### src/rtl/usb_rx_bit_decoder.sv
// USB full-speed receive bit decoder: DPLL sampling, NRZI decode, unstuffing, EOP.
// Define USB_RX_STUFF_ERR_EN to report a decoded 1 in a stuffed-bit slot on stuff_error.
module usb_rx_bit_decoder (
    input  logic clk,
    input  logic n_rst,
    input  logic d_plus_sync,
    input  logic d_minus_sync,
    input  logic rx_enable,
    output logic d_orig,
    output logic shift_enable,
    output logic byte_received,
    output logic eop,
    output logic stuff_error
);

    logic       d_plus_prev;
    logic [1:0] phase;
    logic [2:0] bit_cnt;
    logic [2:0] ones_cnt;
    logic       nrzi_ref;
    logic       active;
    logic       in_se0;
    logic       skip;
    logic       byte_pend;

    logic edge_det;
    logic take;
    logic se0;
    logic decoded;
    logic stuffed;

    // A sample landing on an edge cycle covers this bit; skip the one two cycles later.
    always_comb begin
        edge_det = d_plus_sync != d_plus_prev;
        take     = (phase == 2'd2) && (edge_det || !skip);
        se0      = !d_plus_sync && !d_minus_sync;
        decoded  = d_plus_sync == nrzi_ref;
        stuffed  = active && (ones_cnt == 3'd6);
    end

`ifdef USB_RX_STUFF_ERR_EN
    logic serr_q;
    assign stuff_error = serr_q;
`else
    assign stuff_error = 1'b0;
`endif

    always_ff @(posedge clk or negedge n_rst) begin
        if (!n_rst) begin
            d_plus_prev   <= 1'b1;
            phase         <= 2'd0;
            bit_cnt       <= 3'd0;
            ones_cnt      <= 3'd0;
            nrzi_ref      <= 1'b1;
            active        <= 1'b0;
            in_se0        <= 1'b0;
            skip          <= 1'b0;
            byte_pend     <= 1'b0;
            d_orig        <= 1'b1;
            shift_enable  <= 1'b0;
            byte_received <= 1'b0;
            eop           <= 1'b0;
`ifdef USB_RX_STUFF_ERR_EN
            serr_q        <= 1'b0;
`endif
        end else if (!rx_enable) begin
            d_plus_prev   <= d_plus_sync;
            phase         <= 2'd0;
            bit_cnt       <= 3'd0;
            ones_cnt      <= 3'd0;
            nrzi_ref      <= 1'b1;
            active        <= 1'b0;
            in_se0        <= 1'b0;
            skip          <= 1'b0;
            byte_pend     <= 1'b0;
            d_orig        <= 1'b1;
            shift_enable  <= 1'b0;
            byte_received <= 1'b0;
            eop           <= 1'b0;
`ifdef USB_RX_STUFF_ERR_EN
            serr_q        <= 1'b0;
`endif
        end else begin
            d_plus_prev   <= d_plus_sync;
            phase         <= edge_det ? 2'd1 : phase + 2'd1;
            shift_enable  <= 1'b0;
            eop           <= 1'b0;
            byte_received <= byte_pend;
            byte_pend     <= 1'b0;
`ifdef USB_RX_STUFF_ERR_EN
            serr_q        <= 1'b0;
`endif
            if (edge_det)
                skip <= phase == 2'd2;
            else if (phase == 2'd2)
                skip <= 1'b0;

            if (take) begin
                if (se0) begin
                    eop      <= !in_se0;
                    in_se0   <= 1'b1;
                    bit_cnt  <= 3'd0;
                    ones_cnt <= 3'd0;
                    nrzi_ref <= 1'b1;
                    active   <= 1'b0;
                end else begin
                    in_se0   <= 1'b0;
                    nrzi_ref <= d_plus_sync;
                    d_orig   <= decoded;
                    // Idle J decodes as 1s; a packet begins at the first K.
                    if (stuffed) begin
                        ones_cnt <= 3'd0;
`ifdef USB_RX_STUFF_ERR_EN
                        serr_q   <= decoded;
`endif
                    end else if (active || !decoded) begin
                        active       <= 1'b1;
                        shift_enable <= 1'b1;
                        bit_cnt      <= bit_cnt + 3'd1;
                        byte_pend    <= bit_cnt == 3'd7;
                        if (!decoded)
                            ones_cnt <= 3'd0;
                        else if (ones_cnt != 3'd6)
                            ones_cnt <= ones_cnt + 3'd1;
                    end
                end
            end
        end
    end

endmodule
### config.mk
export PLATFORM = sky130hd
export DESIGN_NAME = usb_rx_bit_decoder
export DESIGN_NICKNAME = d
export VERILOG_FILES = /design/src/rtl/usb_rx_bit_decoder.sv
export SDC_FILE = /design/constraint.sdc
export NUM_CORES = 1
export LEC_CHECK = 0
export BUFFER_PORTS_ARGS = -buffer_cell sky130_fd_sc_hd__buf_2
export CELL_PAD_IN_SITES_DETAIL_PLACEMENT = 1
export CELL_PAD_IN_SITES_GLOBAL_PLACEMENT = 2
export CORE_MARGIN = 2
export CORE_UTILIZATION = 34
export DETAILED_ROUTE_END_ITERATION = 10
export GPL_TIMING_DRIVEN = 0
export PLACE_DENSITY = 0.75
export SKIP_CTS_REPAIR_TIMING = 1
export SLEW_MARGIN = 5
export SYNTH_ARGS = -nofsm -noshare
export SYNTH_HDL_FRONTEND = slang
export SYNTH_SLANG_ARGS = --single-unit
### constraint.sdc
create_clock -name clk -period 1.4 [get_ports clk]
set_input_delay 0.14 -clock clk [delete_from_list [all_inputs] [get_ports clk]]
set_output_delay 0.14 -clock clk [all_outputs]
set_load 0.01 [all_outputs]
==> flow_summary.toml <==
[route]
avgRoutedWirePerCell_um = 14.7
dr.first_iter.drc_count = 15
drtAntennaViolNets = 0
viasPerCell = 5.27
firstDrtPassIters = 4
route.detailed.drc = 0
num_vias = 691
wl_mm = 1.93

[clocking]
cts_root_buf = "clkbuf_4"
htree_levels = 1
insertion_delay_ns = 0.29
clockBufferDepth = 2
cts_tree = "built"
path_clk_slew_ns = 0.11
numCtsBuffers = 3
cts.sinks = 18

[global_route]
grt_max_degree = 19
grt_pass1_wl_mm = 3.17
grt_pass1_vias = 691
antenna_found_initial = 0
grt-ovfl-total = 0
grt_usage = 0.123

[sta]
setup_viol = 11
finalCriticalPeriod_ns = 1.55
fin_crit_sh = 1.11
hold_viol_final = 0
drv_slew = 0
hold_ws_ns = 0.209
postLayoutSetupSlackWorst_ns = -0.150
grt_setup_unrepaired = "true"
max_freq_ghz = 0.645
fin_worst_skew_ns = 0.00365

[final_layout]
final_common_cell = "dfrtp_1"
post-route-cell-area_mm2 = 0.00119
layout_common_cells = "dfrtp_1 (15), buf_2 (8), buf_4 (7), o21ai_0 (4), ha_1 (4)"
nets = 111
filler_cell_count = 304
drive_gt1_frac = 0.380
area_delta_synth_final_pct = 23.4
n_antenna_cell = 0

[worst_setup_path]
critical_path_buf_inv_count = 0
slowest_delay_ns = 0.61
end_kind = "flop"
crit_arrival_ns = 1.74
critPathKind = "reg -> reg"
slowest_stage = "dfstp_2"
crit_start = "d_plus_prev"
r2r_start = "d_plus_prev"
cp.required_ns = 1.59
start_kind = "flop"
crit_fanout = 5
cp_cell_sequence = "xor2_4 -> a2bb2oi_4 -> o211ai_2 -> mux2_4"
crit_family = "flip-flops"

[synth]
ys_warn_count = 0
synthTopCellsByArea = "dfrtp_1 (39%), dfstp_2 (8.2%), ha_1 (6.5%)"
syn_inst = 80
synth_cell_types = 36
yosysTopAreaCell = "dfrtp_1"
ys_seq_area_frac = 0.470
ys_seq_elements = 18
yosysTopAreaCellShare = 0.388
avgSynthCellArea_um2 = 12.1
syn_area_um2 = 967
syn_nets = 90

[placement]
place_ws_ns = -0.176
dp_hpwl_mm = 1.31
portBuffers = 8
routabilityCongestion = 0.713
dpl_cell_area_mm2 = 0.00105

[pwr]
switchingPower_w = 0.000257
power_density_mw_per_mm2 = 851
p_leak_nw = 0.568
power_frac_seq = 0.534
p_int_w = 0.000759
pwr-share-clk = 0.322
switching_share = 0.253
combPwrFrac = 0.143
ir_drop_uv = 534

[die]
coreArea_mm2 = 0.00273
ios = 10
chipWidth_um = 57.3
die_h_um = 57.3
die_area_mm2 = 0.00329
start_util = 0.354
rows = 19

[outcome]
status = "finished, violations left"
violations = "negative setup slack"

[worst_hold_path]
min_from = "d_minus_sync"
min_path_type = "in -> reg"

[flow_run]
cap_violations = 0
synthesized netlist by cell type:
| library cell | number |
|---|---|
| dfrtp_1 | 15 |
| ha_1 | 5 |
| and2_1 | 4 |
| inv_1 | 4 |
| mux2i_1 | 4 |
| o21ai_0 | 4 |
| a22o_1 | 3 |
| dfstp_2 | 3 |
| nand2_1 | 3 |
| nor2_1 | 3 |
| o21a_1 | 3 |
| a21boi_0 | 2 |
| nand3_1 | 2 |
| nand3b_1 | 2 |
| nor3b_1 | 2 |
| a21o_1 | 1 |
| a21oi_4 | 1 |
| a2bb2oi_4 | 1 |
| and3b_1 | 1 |
| and4b_1 | 1 |
| buf_4 | 1 |
| buf_6 | 1 |
| clkbuf_1 | 1 |
| clkbuf_2 | 1 |
| conb_1 | 1 |
| mux2_4 | 1 |
| nand4_1 | 1 |
| nand4b_1 | 1 |
| nand4bb_1 | 1 |
| nor2b_1 | 1 |
| o2111a_4 | 1 |
| o211ai_2 | 1 |
| o21ai_1 | 1 |
| o22ai_1 | 1 |
| xnor2_2 | 1 |
| xor2_2 | 1 |
worst register-to-register path, cell delays in order (launching register included):
cell and delay [ns]:
dfstp_2 0.61, xor2_4 0.21, a2bb2oi_4 0.23, o211ai_2 0.13, mux2_4 0.27
power groups by stage:
stage	Clock, W	Sequential (W)	Combinational, W
after floorplan	0	0.000551	0.0000798
after CTS	0.000338	0.000542	0.000121
after global placement	0	0.000551	0.000117
after global routing	0.000360	0.000544	0.000160
final	0.000327	0.000543	0.000146
after detailed placement	0	0.000552	0.000121
sequential cells by signal (all words and copies together), names as in the netlist:
register	cells
nrzi_ref	1
bit_cnt	3
d_plus_prev	1
ones_cnt	3
skip	1
d_orig	1
phase	2
byte_pend	1
eop	1
shift_enable	1
byte_received	1
active	1
in_se0	1
cell type report:
class	count	area [um2]	share of cell area
multi-input combinational	54	517	0.433
inverter	4	15.0	0.0126
buffer	4	27.5	0.0231
sequential	18	454	0.381
clock buffer	4	36.3	0.0304
timing repair buffer	16	105	0.0881
tap	31	38.8	0.0325
logic make-up (layout without fill, tap and decap cells):
kind of cell / count (synthesis) / in the layout / synth area share
compound gates: 19 / 19 / 0.184
xor+xnor: 2 / 2 / 0.0336
fa+ha+maj: 5 / 5 / 0.0647
buf+inv: 8 / 28 / 0.0440
flops: 18 / 18 / 0.470
mux: 5 / 5 / 0.0569
other cells: 1 / 1 / 0.00388
simple gates: 22 / 22 / 0.144
metrics by stage:
stage | TNS, ns | std cells | power, W | utilization
6_report | -0.755 | 131 | 0.00102 | 0.437
5_1_grt | -1.52 | 131 | 0.00106 | 0.437
4_1_cts | -0.918 | 123 | 0.00100 | 0.396
3_5_place_dp | -0.649 | 119 | 0.000673 | 0.383
3_3_place_gp | -0.502 | 119 | 0.000668 | 0.383
2_1_floorplan | -0.0430 | 80 | 0.000631 | -
path summary, 6_finish.rpt:
check / to / slack [ns] / cells after the start
max in group asynchronous: nrzi_ref / 0.77 / 2
min in group asynchronous: byte_pend / 0.30 / 2
worst min register to register: byte_received / 0.47 / 1
worst max-delay path: bit_cnt[0] / -0.15 / 4
worst max register to register: bit_cnt[0] / -0.15 / 4
worst min-delay path: nrzi_ref / 0.21 / 3
routing by layer:
layer,GRT usage,share of wire
met5,0,0
met4,0.0299,0.0088
met3,0.0272,0.023
met2,0.199,0.50
met1,0.170,0.47
Note: power is estimated with default switching activity, not from simulation.
